--- src/rtl/multi_ff_bank.sv ---
// Bank of WIDTH flip-flop channels sharing one mode select (SR/JK/D/T),
// with sticky per-channel illegal-SR flags and a saturating illegal-cycle counter.
module multi_ff_bank #(
  parameter int unsigned WIDTH = 8,
  parameter int unsigned CNT_W = 8
) (
  input  logic             Clk,
  input  logic             Reset,
  input  logic             En,
  input  logic [1:0]       Mode,
  input  logic [WIDTH-1:0] S,
  input  logic [WIDTH-1:0] R,
  input  logic             ErrClr,
  output logic [WIDTH-1:0] Q,
  output logic [WIDTH-1:0] Qn,
  output logic [WIDTH-1:0] Err,
  output logic [CNT_W-1:0] ErrCnt
);

  localparam logic [1:0] MODE_SR = 2'b00;
  localparam logic [1:0] MODE_JK = 2'b01;
  localparam logic [1:0] MODE_D  = 2'b10;
  localparam logic [1:0] MODE_T  = 2'b11;

  logic [WIDTH-1:0] q_q, q_d;
  logic [WIDTH-1:0] err_q, err_d;
  logic [CNT_W-1:0] cnt_q, cnt_d;
  logic [WIDTH-1:0] ill;
  logic             any_ill;

  always_comb begin
    ill     = (En && (Mode == MODE_SR)) ? (S & R) : '0;
    any_ill = |ill;

    q_d = q_q;
    if (En) begin
      case (Mode)
        // S^R==0 covers both hold (00) and the illegal hold (11)
        MODE_SR: q_d = (S & ~R) | (q_q & ~(S ^ R));
        MODE_JK: q_d = (S & ~q_q) | (~R & q_q);
        MODE_D:  q_d = S;
        MODE_T:  q_d = q_q ^ S;
        default: q_d = q_q;
      endcase
    end

    // A clear coinciding with a new illegal event keeps that event
    if (ErrClr) begin
      err_d = ill;
      cnt_d = any_ill ? CNT_W'(1) : '0;
    end else begin
      err_d = err_q | ill;
      cnt_d = cnt_q;
      if (any_ill && (cnt_q != '1)) begin
        cnt_d = cnt_q + CNT_W'(1);
      end
    end
  end

  always_ff @(posedge Clk) begin
    if (Reset) begin
      q_q   <= '0;
      err_q <= '0;
      cnt_q <= '0;
    end else begin
      q_q   <= q_d;
      err_q <= err_d;
      cnt_q <= cnt_d;
    end
  end

  assign Q      = q_q;
  assign Qn     = ~q_q;
  assign Err    = err_q;
  assign ErrCnt = cnt_q;

endmodule

--- config.mk ---
export PLATFORM = sky130hd
export DESIGN_NAME = multi_ff_bank
export DESIGN_NICKNAME = d
export VERILOG_FILES = /design/src/rtl/multi_ff_bank.sv
export SDC_FILE = /design/constraint.sdc
export NUM_CORES = 1
export LEC_CHECK = 0
export CAP_MARGIN = 20
export CORE_UTILIZATION = 37
export CTS_CLUSTER_SIZE = 30
export DETAILED_ROUTE_END_ITERATION = 10
export GPL_ROUTABILITY_DRIVEN = 0
export PLACE_DENSITY = 0.76
export SLEW_MARGIN = 20
export SYNTH_ARGS = -nofsm -noshare
export SYNTH_HDL_FRONTEND = slang
export SYNTH_SLANG_ARGS = --single-unit
--- constraint.sdc ---
create_clock -name Clk -period 2.6 [get_ports Clk]
set_input_delay 0.65 -clock Clk [delete_from_list [all_inputs] [get_ports Clk]]
set_output_delay 0.65 -clock Clk [all_outputs]
set_load 0.05 [all_outputs]
==> impl_summary.log <==
[metrics] outcome: finished, final reports clean
[metrics] combinational fraction of design power: 31.5%
[metrics] transition time of the tightest slew-check pin: 0.5031 ns
[metrics] slowest CP cell: sky130_fd_sc_hd__or4_4
[metrics] Initial Util: 38.39%
[metrics] Worst Hold End: ErrCnt[1]
[metrics] fraction of power spent switching nets: 32.59%
[metrics] Largest stage delay, worst path: 0.55 ns
[metrics] CTS tree: done
[metrics] Final Instance Count excl. Fillers: 314
[metrics] Worst Path Required: 2.79 ns
[metrics] synth unique cells: 38
[metrics] layout overhead on the synthesized area: 42.66%
[metrics] CP Launch Type: input pin
[metrics] Setup Skew: 0.007708 ns
[metrics] r2r worst-path depth: 5
[metrics] final core utilization: 54.77%
[metrics] Sinks on Clock Net: 24
[metrics] All-Layer GR Usage: 17.93%
[metrics] number of standard cells after synthesis: 200
[metrics] cell chosen for the clock root: sky130_fd_sc_hd__clkbuf_8
[metrics] total stage count of the critical path: 6
[metrics] Final Critical Period: 2.440 ns
[metrics] number of antenna violations at the first check in global routing: 0
[metrics] register clock-pin slew on the reported worst setup and hold paths: 0.09 ns
[metrics] part of the total power dissipated in the clock network: 27.2%
[metrics] internal power: 0.6471 mW
[metrics] Sum Neg Setup Slack: 0 ns
[metrics] Warnings, synthesis: 0
[metrics] die boundary height: 69.22 µm
[metrics] worst endpoint data arrival time: 2.63 ns
[metrics] hold buffers post-CTS: 0
[metrics] Seq cells post-synth: 24
[metrics] Worst R2R Start: ErrCnt[0]
[metrics] register area share after synthesis: 28.74%
[metrics] CP cell instances: clkdlybuf4s50_1 -> ha_1 -> or4_4 -> o21a_4 -> and2_4 -> a311oi_2
[metrics] setup repair bufs after CTS: 0
[metrics] number of global-route vias before repair: 1549
[metrics] mean number of vias per cell: 5.188
[metrics] sequential cell fraction of total power: 41.3%
[metrics] setup repair after global routing missed its margin: no
[metrics] Row Count: 24
[metrics] startpoint-to-endpoint class of the critical path: input pin to register
[metrics] Bufs and invs on worst path: 1
[metrics] EDFF count, synth: 0
[metrics] first-pass GRT wire length: 7.072 mm
[metrics] headroom to the max-slew limit: 66.35%
[metrics] endpoint of the worst register-to-register path: ErrCnt[3]
[metrics] count of input and output buffers: 53
[metrics] Net count, final: 302
[metrics] number of buffers created by CTS: 3
[metrics] clk_lat worst skew: 0.27 ns
[metrics] Reg area: 480.5 µm²
[metrics] die area: 4791 µm²
[metrics] average size of a mapped cell: 8.358 µm²
[metrics] max cap viols: 0
[metrics] cell count of the worst hold path: 2
[metrics] Clock Tree Buf Depth: 2
[metrics] number of nets with antenna violations after detailed routing: 0
[metrics] Setup-failing EPs final: 0
[metrics] Post-Synthesis Net Count: 239
[metrics] I/O Pins: 54
[metrics] total number of vias: 1629
[metrics] fill cell count: 400
[metrics] average detailed-routed wire length per instance: 12.91 µm
[metrics] endpoint kind of the worst setup timing path: register
[metrics] Top delay family on crit path: simple AND/OR/NAND/NOR gates
[metrics] DRT iter0 DRCs: 61
[metrics] achievable clock frequency: 409.8 MHz
[metrics] start point of the worst min-delay path: ErrCnt[1]
[metrics] Placeable Area: 4354 µm²
[metrics] area occupied by multi-input gates: 1081 µm²
[metrics] Max rail drop VDD: 0.0002087 V
[metrics] overall die width: 69.22 µm
[metrics] total congestion overflow after global routing: 0
[metrics] # placed instances: 310
[metrics] DRC violation count after routing: 0
[metrics] worst reg2reg setup slack: 0.81 ns
[metrics] most common flop cell mapped by yosys: sky130_fd_sc_hd__dfxtp_1
[metrics] Power Density: 402.5 nW/µm²
[metrics] number of iterations in the first detailed-routing pass: 4
[metrics] post-synth design cell area: 1672 µm²
[metrics] diode insertion count for antenna repair: 0
[metrics] maximum number of pins on one net before global-route repair: 20
[metrics] class of the most critical hold timing path: register to register
[metrics] proportion of layout cells with a drive suffix above 1: 9.542%
[metrics] final hold violations: 0
[metrics] switching power of the nets: 0.3128 mW
[metrics] critical-path maximum fanout: 6
[metrics] fraction of synthesis flops using an asynchronous set or reset pin: 0%
[metrics] leakage power of the design: 0.9808 nW
[metrics] Routed WL: 4.054 mm
[metrics] final count of pins violating max slew: 0
[metrics] Max H-tree Level: 1
[metrics] cts repair resizes: 0
[metrics] Post-DP HPWL: 3.121 mm
[metrics] post-route fraction of the period consumed by the critical path: 93.86%
==> flip-flops by register name (all words and copies together) (netlist names) <==
register  cells
Err           8
Q             8
ErrCnt        8
==> through the flow <==
step	area, µm²	power, mW	setup WS [ns]	hold slack, ns
6_report	2385	0.9599	0.1597	0.4918
3_3_place_gp	2330	0.7018	-0.06969	0.4768
4_1_cts	2385	0.9641	0.1579	0.5007
5_1_grt	2385	1.007	0.08665	0.5336
2_1_floorplan	1672	0.5848	0.4099	0.6851
3_5_place_dp	2330	0.7066	-0.1293	0.4872
==> cell type report <==
cell class,instances,area share (%)
multi-input cells,149,45.33
clock buffers,4,2.308
flip-flops and latches,24,20.15
repair buffers,67,26.65
inverters,18,2.833
well taps,52,2.728
==> power by group through the flow <==
stage / sequential (mW) / combinational, mW / clock (mW)
6_report: 0.396 / 0.303 / 0.261
2_1_floorplan: 0.446 / 0.139 / 0
4_1_cts: 0.396 / 0.304 / 0.264
3_5_place_dp: 0.405 / 0.302 / 0
5_1_grt: 0.398 / 0.327 / 0.282
3_3_place_gp: 0.404 / 0.297 / 0
==> per-layer routing <==
metal	GRT usage, %	up-vias	part of all wire, %	wire [µm]
met4	5.442	0	0.94	38
met1	23.26	750	47	1918
met5	0	-	0	0
met3	3.198	4	5.0	201
met2	30.20	45	47	1897
li1	-	830	-	-
==> tightest hold or removal path, stage by stage, from the launching register on <==
cell and delay, ns:
sky130_fd_sc_hd__dfxtp_1 0.34, sky130_fd_sc_hd__nand2_1 0.06, sky130_fd_sc_hd__o21ai_1 0.05
==> cell families (layout without fill, tap and decap cells) <==
| family | Yosys count | count (layout) | synth area share [%] |
|---|---|---|---|
| buf+inv | 27 | 89 | 6.586 |
| simple gates | 66 | 66 | 22.68 |
| flops | 24 | 24 | 28.74 |
| mux | 14 | 14 | 8.383 |
| fa+ha+maj | 17 | 17 | 12.72 |
| compound gates | 52 | 52 | 20.88 |
==> Yosys cell counts (2+ instances only) <==
cell type	count	area share, %
sky130_fd_sc_hd__a21oi_1	20	6.0
sky130_fd_sc_hd__a221o_1	6	3.6
sky130_fd_sc_hd__a311oi_2	2	1.8
sky130_fd_sc_hd__a31o_1	2	1.0
sky130_fd_sc_hd__a31oi_1	3	1.1
sky130_fd_sc_hd__and3_1	3	1.1
sky130_fd_sc_hd__clkbuf_1	6	1.3
sky130_fd_sc_hd__dfxtp_1	24	29
sky130_fd_sc_hd__ha_1	17	13
sky130_fd_sc_hd__inv_1	18	4.0
sky130_fd_sc_hd__mux2i_1	14	8.4
sky130_fd_sc_hd__nand2_1	14	3.1
sky130_fd_sc_hd__nand2b_1	9	3.4
sky130_fd_sc_hd__nand3b_1	2	0.90
sky130_fd_sc_hd__nand4_1	2	0.75
sky130_fd_sc_hd__nor2_1	13	2.9
sky130_fd_sc_hd__nor2b_1	8	3.0
sky130_fd_sc_hd__nor3b_1	6	2.7
sky130_fd_sc_hd__o21ai_0	12	3.6
==> cell usage in the layout, fill, tap and decap left out, types with 2 or more instances in the layout <==
cell type and count:
sky130_fd_sc_hd__nand2_1 14, sky130_fd_sc_hd__nand4_1 2, sky130_fd_sc_hd__buf_4 14, sky130_fd_sc_hd__and3_1 3, sky130_fd_sc_hd__inv_1 18, sky130_fd_sc_hd__clkdlybuf4s50_1 53, sky130_fd_sc_hd__nor2b_1 8, sky130_fd_sc_hd__a31o_1 2
sky130_fd_sc_hd__dfxtp_1 24, sky130_fd_sc_hd__clkbuf_8 4, sky130_fd_sc_hd__a311oi_2 2, sky130_fd_sc_hd__nand3b_1 2, sky130_fd_sc_hd__mux2i_1 14, sky130_fd_sc_hd__nor3b_1 6, sky130_fd_sc_hd__a31oi_1 3, sky130_fd_sc_hd__ha_1 17
sky130_fd_sc_hd__a21oi_1 20, sky130_fd_sc_hd__a221o_1 6, sky130_fd_sc_hd__o21ai_0 12, sky130_fd_sc_hd__nor2_1 13, sky130_fd_sc_hd__nand2b_1 9
==> worst max-delay path by stage <==
stage | start | end | slack [ns]
5_1_grt | S[7] | ErrCnt[3] | 0.09
3_5_place_dp | S[6] | ErrCnt[3] | -0.13
4_1_cts | S[6] | ErrCnt[3] | 0.16
3_3_place_gp | S[7] | ErrCnt[4] | -0.07
6_report | S[6] | ErrCnt[3] | 0.16
2_1_floorplan | R[6] | ErrCnt[3] | 0.41
(Power assumes the default switching activity.)
